`src/rtl/mod_mem_access_unit.sv`:
```
`default_nettype none
//==============================================================================
// Module      : mod_mem_access_unit
// Description : Load/store unit. Runs one external bus transaction at a time,
//               with byte lanes, sign/zero extension, misalignment and timeout.
// Revision    : 1.0 - initial release
//==============================================================================
module mod_mem_access_unit #(
  parameter int MAX_WAIT = 16
) (
  input  logic        clk,
  input  logic        rst_n,
  input  logic        mem_read,
  input  logic        mem_write,
  input  logic [1:0]  size,
  input  logic        load_unsigned,
  input  logic [31:0] addr,
  input  logic [31:0] store_data,
  output logic        stall,
  output logic [31:0] ext_mem_data,
  output logic        misalign,
  output logic        timeout,
  output logic        bus_req,
  output logic        bus_we,
  output logic [31:0] bus_addr,
  output logic [3:0]  bus_be,
  output logic [31:0] bus_wdata,
  input  logic [31:0] bus_rdata,
  input  logic        bus_ack
);

  typedef enum logic [1:0] {
    IDLE = 2'd0,
    BUSY = 2'd1,
    DONE = 2'd2
  } state_t;

  localparam logic [7:0] c_last_wait = 8'(MAX_WAIT - 1);

  state_t      r_state;
  logic [7:0]  r_cnt;
  logic [1:0]  r_size;
  logic [1:0]  r_off;
  logic        r_unsigned;
  logic        r_is_load;

  logic        w_req;
  logic        w_legal;
  logic [3:0]  w_be;
  logic [31:0] w_wdata;
  logic [31:0] w_lane;
  logic [31:0] w_load_val;

  assign w_req = mem_read | mem_write;

  always_comb begin
    w_legal = 1'b0;
    w_be    = 4'b0000;
    w_wdata = store_data;
    case (size)
      2'b00: begin
        w_legal = 1'b1;
        w_be    = 4'b0001 << addr[1:0];
        w_wdata = {4{store_data[7:0]}};
      end
      2'b01: begin
        w_legal = ~addr[0];
        w_be    = addr[1] ? 4'b1100 : 4'b0011;
        w_wdata = {2{store_data[15:0]}};
      end
      2'b10: begin
        w_legal = (addr[1:0] == 2'b00);
        w_be    = 4'b1111;
        w_wdata = store_data;
      end
      default: begin
        w_legal = 1'b0;
        w_be    = 4'b0000;
        w_wdata = store_data;
      end
    endcase
  end

  // Word loads are always aligned, so the shifted lane is the full word there.
  assign w_lane = bus_rdata >> {r_off, 3'b000};

  always_comb begin
    w_load_val = w_lane;
    case (r_size)
      2'b00:   w_load_val = r_unsigned ? {24'd0, w_lane[7:0]}
                                       : {{24{w_lane[7]}}, w_lane[7:0]};
      2'b01:   w_load_val = r_unsigned ? {16'd0, w_lane[15:0]}
                                       : {{16{w_lane[15]}}, w_lane[15:0]};
      default: w_load_val = w_lane;
    endcase
  end

  // Gated by rst_n so every output reads zero while reset is held.
  assign stall = rst_n & (((r_state == IDLE) & w_req & w_legal) | (r_state == BUSY));

  always_ff @(posedge clk or negedge rst_n) begin
    if (!rst_n) begin
      r_state      <= IDLE;
      r_cnt        <= 8'd0;
      r_size       <= 2'b00;
      r_off        <= 2'b00;
      r_unsigned   <= 1'b0;
      r_is_load    <= 1'b0;
      bus_req      <= 1'b0;
      bus_we       <= 1'b0;
      bus_addr     <= 32'd0;
      bus_be       <= 4'd0;
      bus_wdata    <= 32'd0;
      ext_mem_data <= 32'd0;
      misalign     <= 1'b0;
      timeout      <= 1'b0;
    end else begin
      misalign <= 1'b0;
      timeout  <= 1'b0;
      case (r_state)
        IDLE: begin
          if (w_req && !w_legal) begin
            misalign <= 1'b1;
          end else if (w_req) begin
            r_state    <= BUSY;
            r_cnt      <= 8'd0;
            r_size     <= size;
            r_off      <= addr[1:0];
            r_unsigned <= load_unsigned;
            r_is_load  <= ~mem_write;
            bus_req    <= 1'b1;
            bus_we     <= mem_write;
            bus_addr   <= {addr[31:2], 2'b00};
            bus_be     <= w_be;
            bus_wdata  <= w_wdata;
          end
        end
        BUSY: begin
          // An ack on the final wait cycle still wins over the timeout.
          if (bus_ack) begin
            r_state <= DONE;
            bus_req <= 1'b0;
            bus_we  <= 1'b0;
            bus_be  <= 4'd0;
            if (r_is_load) ext_mem_data <= w_load_val;
          end else if (r_cnt == c_last_wait) begin
            r_state <= DONE;
            bus_req <= 1'b0;
            bus_we  <= 1'b0;
            bus_be  <= 4'd0;
            timeout <= 1'b1;
            if (r_is_load) ext_mem_data <= 32'd0;
          end else begin
            r_cnt <= r_cnt + 8'd1;
          end
        end
        DONE: begin
          r_state <= IDLE;
        end
        default: begin
          r_state <= IDLE;
        end
      endcase
    end
  end

endmodule
`default_nettype wire
```
`config.mk`:
```
export PLATFORM = sky130hd
export DESIGN_NAME = mod_mem_access_unit
export DESIGN_NICKNAME = d
export VERILOG_FILES = /design/src/rtl/mod_mem_access_unit.sv
export SDC_FILE = /design/constraint.sdc
export NUM_CORES = 1
export LEC_CHECK = 0
export CAP_MARGIN = 40
export CORE_ASPECT_RATIO = 0.9
export CORE_MARGIN = 1.5
export CORE_UTILIZATION = 48
export DETAILED_ROUTE_END_ITERATION = 8
export PLACE_DENSITY = 0.87
export SLEW_MARGIN = 20
export SYNTH_ARGS = -nofsm -noshare
export SYNTH_HDL_FRONTEND = slang
export SYNTH_SLANG_ARGS = --single-unit
```
`constraint.sdc`:
```
create_clock -name clk -period 3.5 [get_ports clk]
set_input_delay 1.05 -clock clk [delete_from_list [all_inputs] [get_ports clk]]
set_output_delay 1.05 -clock clk [all_outputs]
set_load 0.005 [all_outputs]
```
Yosys cells after proc, flatten, opt, wreduce, memory -nomap -nowiden. Cells that the tools add are included.

Word-level logic and storage cells: 87. Flip-flop bits (word level): 118.

Reductions and logical operators: 13. Shift-type cells: 2. $add $sub $neg: 1. Bitwise gates (word level): 8. Multiplexer cells: 39. Eq/ne operators: 10.

Operator list (number): $mux 32 (6); $pmux 32 s2 (2); $mux 8 (4); $shr 32x5->32 (1); $mux 4 (5); $pmux 8 s2 (1); $pmux 4 s3 (1); $mux 1 (11); $reduce_and 3->1 (3); $add 8x1->8 const B (1); $eq 8x4->1 const B (1); $logic_not 2->1 (4); $mux 2 (4); $ne 2x2->1 const B (4); $pmux 4 s2 (1); $eq 2x1->1 const B (3); $reduce_and 5->1 (1); $pmux 1 s2 (2); $pmux 2 s2 (1); $reduce_and 4->1 (1); $reduce_bool 2->1 (2); $shl 1x2->4 const A (1); $and 1x1->1 (3); $ne 3x2->1 const B (1); 6 further kinds (9).

Depth between registers and ports, before layout. Gate-level depths: netlist (run 1).

Depth after elaboration: 6. Gate-level depth with buffers: 7. Depth with buffers taken out: 5.

Worst setup path before layout (run 1). No wires, ideal clock.

Path kind: input to output. Start: input port size[0]. End: output port stall. Required time: 2450 ps. Arrival: 2046 ps. Path slack: 404 ps. Stages: 6. Cell sequence: buf_2 o21ai_1 nand4b_1 buf_2 clkbuf_1 a21boi_0.

Cells in the longest elaborated chain, start to end: 5. Elaborated cells between the ends (all ways): 7. Classes of those cells: eq/ne (2); mux (1); bitwise (3); reduce/logical (1).

RTL lines: from (decl) (line 15) `input logic [1:0] size,`; $eq 2x2->1 (tied with other cells) (line 60) `case (size)`; $pmux 1 s3 * (line 60); $and 1x1->1 * (line 99) `assign stall = rst_n & (((r_state == IDLE) & w_req & w_legal) | (r_state == BUSY));`; $or 1x1->1 * (line 99); $and 1x1->1 * (line 99); to (decl) (line 19) `output logic stall,`.

Mark *: on every way between the ends. The rest lies on a longest branch, timed or not.

Final worst setup path (run 1).
Start: input port addr[1]. End: output port stall.

Cells in the longest elaborated chain, start to end: 5.

RTL lines: from (decl) (line 17) `input logic [31:0] addr,`; $logic_not 2->1 (line 72) `w_legal = (addr[1:0] == 2'b00);`; $pmux 1 s3 (line 60); $and 1x1->1 (line 99); $or 1x1->1 (line 99); $and 1x1->1 (line 99).

Every way passes these cells.

==> results of run 1 <==
==> synth_stat cells, drive strengths merged (2+ instances only) <==
cell type | n | share of area (%)
dfrtp | 118 | 53
a21oi | 20 | 1.8
nand4 | 3 | 0.33
buf | 24 | 2.7
nand3 | 2 | 0.18
o21ai | 42 | 3.7
nand3b | 8 | 1.1
a21o | 11 | 1.6
xor2 | 2 | 0.31
nor4 | 2 | 0.76
a21boi | 2 | 0.27
nor2 | 17 | 1.1
a221o | 16 | 2.9
mux2i | 41 | 7.3
nor2b | 4 | 0.45
and3 | 4 | 0.45
o2bb2ai | 9 | 1.4
mux2 | 49 | 9.8
inv | 4 | 0.27
a2111oi | 2 | 0.76
nand4b | 2 | 0.58
a22o | 2 | 0.31
nand2b | 3 | 0.33
xnor2 | 3 | 0.47
nor3 | 4 | 0.36
clkbuf | 10 | 0.67
o2111a | 7 | 1.4
nand2 | 48 | 3.3
nor3b | 4 | 0.83
==> what timing repair did <==
| item | in CTS | in global routing |
|---|---|---|
| endpoints found under the hold margin | 0 | 0 |
| gates resized for setup | 7 | 0 |
| setup endpoints to repair | 1 | 0 |
==> final timing paths <==
kind | endpoint | slack, ps | depth (start not counted)
max | stall | 230 | 5
min | ext_mem_data[5]$_DFFE_PN0P_ | 480 | 1
max reg2reg | ext_mem_data[11]$_DFFE_PN0P_ | 1400 | 4
min reg2reg | ext_mem_data[5]$_DFFE_PN0P_ | 480 | 1
max in group asynchronous | ext_mem_data[10]$_DFFE_PN0P_ | 1840 | 3
min in group asynchronous | bus_wdata[24]$_DFFE_PN0P_ | 660 | 2
==> critical path: stages <==
cell	delay, ps
clkdlybuf4s50_1	450
o21ai_2	190
nand4b_1	140
a21boi_1	140
dlygate4sd2_1	250
==> cells by family after synthesis <==
family | Yosys count | share of synthesized area, %
AOI/OAI and AO/OA | 115 | 14.7
muxes | 91 | 17.6
other | 1 | 0.0669
buffers and inverters | 38 | 3.59
adders and majority gates | 1 | 0.223
and+or+nand+nor | 105 | 10.4
DFF | 118 | 52.6
xor gates and xnor gates | 5 | 0.781
==> through the flow <==
stage / setup slack (ps) / cells
after floorplan: 404 / 475
after global placement: -242 / 820
after detailed placement: -271 / 822
after CTS: 235 / 854
after global routing: 168 / 855
final: 229 / 855
==> power by group through the flow <==
stage / clock (mW) / sequential, mW / combinational (mW)
global placement: 0 / 2.21 / 2.15
detailed placement: 0 / 2.24 / 2.22
CTS: 2.01 / 2.23 / 2.24
global route: 2.07 / 2.29 / 2.40
floorplan: 0 / 2.20 / 0.891
finish: 1.99 / 2.23 / 2.22
==> flip-flops by register name (all words and copies together), names as in the netlist <==
signal and count:
misalign 1, ext_mem_data 32, r_state 2, bus_req 1, r_is_load 1, r_off 2
bus_be 4, bus_wdata 32, r_unsigned 1, bus_we 1, r_size 2, r_cnt 8
bus_addr 30, timeout 1
==> final cells by class <==
class | count | area [um2]
flip-flops and latches | 118 | 2950
fillers | 751 | 2850
multi-input cells | 319 | 2470
repair buffers | 226 | 2240
clock buffers | 17 | 425
clock inverters | 15 | 249
well taps | 156 | 195
inverters | 4 | 15.0
==> per-layer routing <==
metal / vias to the layer above / global-route usage [%] / share of wire [%]
met5: - / 0 / 0
met4: 0 / 8.78 / 1.4
met3: 22 / 10.5 / 10
met2: 210 / 44.3 / 49
met1: 2290 / 30.6 / 39
li1: 2158 / - / -
==> results_dict.tcl, run 1 <==
set metrics [dict create \
    placed_cell_area_um2 7840 \
    synth_edf_count 0 \
    clockPowerShare_pct 30.8 \
    dpl.hpwl_um 11500 \
    slew_headroom_pct 43.1 \
    arrival_ps 2220 \
    die_h_um 106 \
    period_needed_ps 3270 \
    setup-tns-final_ps 0 \
    cellPowerDensity_nw_per_um2 754 \
    routabilityCongestion 0.880 \
    ys.flop_type "dfrtp_1" \
    wl_per_cell_um 18.7 \
    vias 4680 \
    ys_seq_area_share_pct 52.6 \
    tritoncts "built" \
    cts_made_buffers 17 \
    wl_um 16000 \
    setup_viol 0 \
    drt_iter0_markers 318 \
    layout_commonest_cell "clkdlybuf4s50_1" \
    antennaDiodeCount 0 \
    synthCells 474 \
    path_max_fanout 2 \
    syn_area_um2 5610 \
    cts-root-buf "clkbuf_16" \
    layout_common_cells "202 x clkdlybuf4s50_1, 118 x dfrtp_1, 49 x mux2_2" \
    hp-class "reg2reg" \
    insertion_delay_ps 420 \
    drt_pass1_iterations 4 \
    power_leakage_nw 3.74 \
    utilization_pct 75.0 \
    rsz0062_at_grt "no" \
    worst_slew_pin_slew_ps 853 \
    intPower_mw 4.62 \
    ios 209 \
    combinationalPowerShare_pct 34.5 \
    finalCritPeriodShare_pct 93.5 \
    start_util_pct 49.3 \
    grt_pass1_wl_um 24800 \
    die_area_um2 12300 \
    clk_pin_slew_worst_paths_ps 60 \
    placementRows 37 \
    cts_max_level 4 \
    path_class "in2out" \
    fmax_mhz 306 \
    die_x_um 117 \
    syn_to_final_growth_pct 52.3 \
    outcome "completed" \
    hold_viol 0 \
    route.detailed.drc 0 \
    clock_sinks 118 \
    synth.distinct_cells 50 \
    cts_buffer_depth 2 \
    worstSetupStartpointType "input port" \
    r2r_start "r_off[1]$_DFFE_PN0P_" \
    stdcell_area_um2 8540 \
    switching_power_mw 1.82 \
    yosys_warnings 0 \
    grt_start_max_net_pins 68 \
    post_cts_buffers 0 \
    irDropWorstVdd_mv 0.515 \
    layout-drive-gt1-share_pct 16.6 \
    drv_cap 0 \
    final_antenna_net_count 0 \
    final_nets 791 \
    grt_util_all_layers_pct 26.4 \
    switching_share_pct 28.3 \
    total_power_mw 6.44 \
    drv_slew 0 \
    routed_via_density 5.47 \
    grt_overflow 0 \
    async_flop_share_pct 100 \
    fin_skew_ps 7.47 \
    grt_pass1_vias 4944 \
    holdCritStartpoint "ext_mem_data[5]$_DFFE_PN0P_" \
    syn_avg_cell_area_um2 11.8 \
    ys_seq_elements 118 \
    core_area_um2 11400 \
    whs_ps 477 \
    crit_start "addr[1]" \
    endpoint_kind "output port" \
    antenna_found_initial 0 \
    crit_required_ps 2450 \
    power_frac_seq_pct 34.6 \
    io_buffers 206 \
    hold_buffers 0 \
]
Power figures use the tool's default switching activity.
==> inputs of run 2 (changes only) <==
--- a/config.mk
+++ b/config.mk
@@ -8,9 +8,10 @@
 export CAP_MARGIN = 40
 export CORE_ASPECT_RATIO = 0.9
 export CORE_MARGIN = 1.5
-export CORE_UTILIZATION = 48
+export CORE_UTILIZATION = 45
 export DETAILED_ROUTE_END_ITERATION = 8
-export PLACE_DENSITY = 0.87
+export PLACE_DENSITY = 0.82
+export RECOVER_POWER = 25
 export SLEW_MARGIN = 20
 export SYNTH_ARGS = -nofsm -noshare
 export SYNTH_HDL_FRONTEND = slang
==> constraint.sdc (replaced) <==
create_clock -name clk -period 3.2 [get_ports clk]
set_input_delay 0.96 -clock clk [delete_from_list [all_inputs] [get_ports clk]]
set_output_delay 0.96 -clock clk [all_outputs]
set_load 0.005 [all_outputs]
==> run 2 against run 1 <==
Via count grew 1.6%; non-clock buffer count grew 2; cell area shrank 0.89%; global-route usage shrank 1.2 points; combinational power grew 9.9%; worst hold slack lost 0.88 ps; worst setup slack lost 120 ps.
==> results_dict.tcl, run 2 (same netlist as run 1, synthesis figures left out) <==
set metrics [dict create \
    stdcell_area_um2 8470 \
    fmax_mhz 323 \
    hp-class "reg2reg" \
    clock_sinks 118 \
    place_inst 827 \
    wl_um 15900 \
    drv_slew 0 \
    cellPowerDensity_nw_per_um2 794 \
    tritoncts "built" \
    setup_viol 0 \
    die_area_um2 13100 \
    worst_slew_pin_slew_ps 1380 \
    cts-root-buf "clkbuf_16" \
    path_max_fanout 2 \
    route.detailed.drc 0 \
    syn_to_final_growth_pct 50.9 \
    fin_cells 862 \
    io_buffers 206 \
    utilization_pct 69.8 \
    irDropWorstVdd_mv 0.483 \
    m1WireLength_um 6130 \
    grt_util_all_layers_pct 25.2 \
    hold_viol 0 \
    placed_cell_area_um2 7860 \
    final_nets 793 \
    power_leakage_nw 3.70 \
    worstSetupStartpointType "input port" \
    period_needed_ps 3090 \
    die_x_um 121 \
    final_antenna_net_count 0 \
    dpl.hpwl_um 11500 \
    antenna_found_initial 1 \
    slew_headroom_pct 8.06 \
    cpPeakStageDelay_ps 500 \
    arrival_ps 2130 \
    wl_per_cell_um 18.5 \
    cts_max_level 4 \
    fin_skew_ps 10.6 \
    rsz0062_at_grt "no" \
    drv_cap 0 \
    clk_pin_slew_worst_paths_ps 50 \
    drt_pass1_iterations 4 \
    total_power_mw 6.72 \
    start_util_pct 46.3 \
    topRoutingLayerUsed "met4" \
    grt_pass1_vias 4896 \
    insertion_delay_ps 420 \
    whs_ps 476 \
    routed_via_density 5.51 \
    fill_cells 882 \
    grt_overflow 0 \
    crit_path_top_delay_cell "clkdlybuf4s50_1" \
    finalCritPeriodShare_pct 96.6 \
    layout_common_cells "201 x clkdlybuf4s50_1, 118 x dfrtp_1, 49 x mux2_2" \
    path_class "in2out" \
    hold_buffers 0 \
    cts_made_buffers 17 \
    crit_family "buffers and inverters" \
    routabilityCongestion 0.835 \
    grt_start_max_net_pins 81 \
    layout_commonest_cell "clkdlybuf4s50_1" \
    grt_pass1_wl_um 25200 \
    cts_buffer_depth 2 \
    drt_iter0_markers 218 \
    core_area_um2 12100 \
    placementRows 38 \
    wl_met3_um 1660 \
    layout-drive-gt1-share_pct 16.1 \
    ios 209 \
    endpoint_kind "output port" \
    crit_buf_inv 2 \
    met2WireLength_um 7720 \
    crit_required_ps 2240 \
    die_h_um 109 \
    outcome "completed" \
    vias 4753 \
    largestRegisters "bus_wdata x32, ext_mem_data x32, bus_addr x30" \
    worstPathCellList "clkdlybuf4s50_1, nor2_1, nand4b_1, a21boi_1, dlygate4sd2_1" \
]
==> run 2: cell count changes in the layout (fill, tap and decap cells not counted) <==
cell,before,now
buf_12,1,0
buf_16,1,2
buf_4,19,18
bufinv_16,6,2
clkbuf_1,0,5
clkbuf_2,0,1
clkbuf_8,0,3
clkdlybuf4s50_1,202,201
clkinv_2,2,5
clkinv_4,2,0
diode_2,0,1
dlygate4sd3_1,0,1
inv_6,3,0
==> run 2: area by class of cell <==
type                            count  area (um2)  area share [%]
Antenna cell                        1        2.50          0.0296
Clock buffer                       23         478            5.65
Clock inverter                      9         100            1.18
Inverter                            4        15.0           0.177
Multi-Input combinational cell    319        2470            29.1
Sequential cell                   118        2950            34.9
Tap cell                          160         200            2.36
Timing Repair Buffer              228        2250            26.6
==> run 2: stage by stage <==
| step | setup slack, ps | TNS [ps] |
|---|---|---|
| floorplan | 284 | 0 |
| global placement | -251 | -251 |
| detailed placement | -354 | -354 |
| CTS | 114 | 0 |
| global route | 43.8 | 0 |
| finish | 109 | 0 |
==> run 2: worst register-to-register path: cells and delay by family (launching register included) <==
family / cells / cell delay (ps)
AND/OR/NAND/NOR: 2 / 900
flip-flops: 1 / 860
AO/OA/AOI/OAI: 2 / 410
==> run 2: layer usage <==
layer  global-route usage [%]  vias to the layer above
met5                        0                        -
li1                         -                     2160
met3                     10.2                       40
met1                     28.1                     2327
met4                     11.8                        0
met2                     42.3                      226
==> run 2: power by group <==
part | leakage, nW | internal [mW] | switching (mW) | total [mW]
Sequential | 1.47 | 2.05 | 0.382 | 2.43
Combinational | 1.95 | 1.55 | 0.890 | 2.44
Clock | 0.283 | 1.20 | 0.651 | 1.85
Total | 3.70 | 4.80 | 1.92 | 6.72
==> run 2: timing repair <==
action	in CTS	in global routing
setup buffers	1	0
resized for setup	7	0
endpoints found under the setup margin	1	0
==> run 2: path summary, 6_finish.rpt <==
path                                             from                            to  slack, ps  cells after the start
min in group asynchronous                       rst_n       bus_addr[2]$_DFFE_PN0P_        610                      2
max in group asynchronous                       rst_n  ext_mem_data[11]$_DFFE_PN0P_        600                      4
worst max register to register   r_off[1]$_DFFE_PN0P_  ext_mem_data[24]$_DFFE_PN0P_        980                      4
worst max-delay path                        mem_write                         stall        110                      5
worst min-delay path            bus_be[1]$_DFFE_PN0P_         bus_be[1]$_DFFE_PN0P_        480                      1
worst min register to register  bus_be[1]$_DFFE_PN0P_         bus_be[1]$_DFFE_PN0P_        480                      1
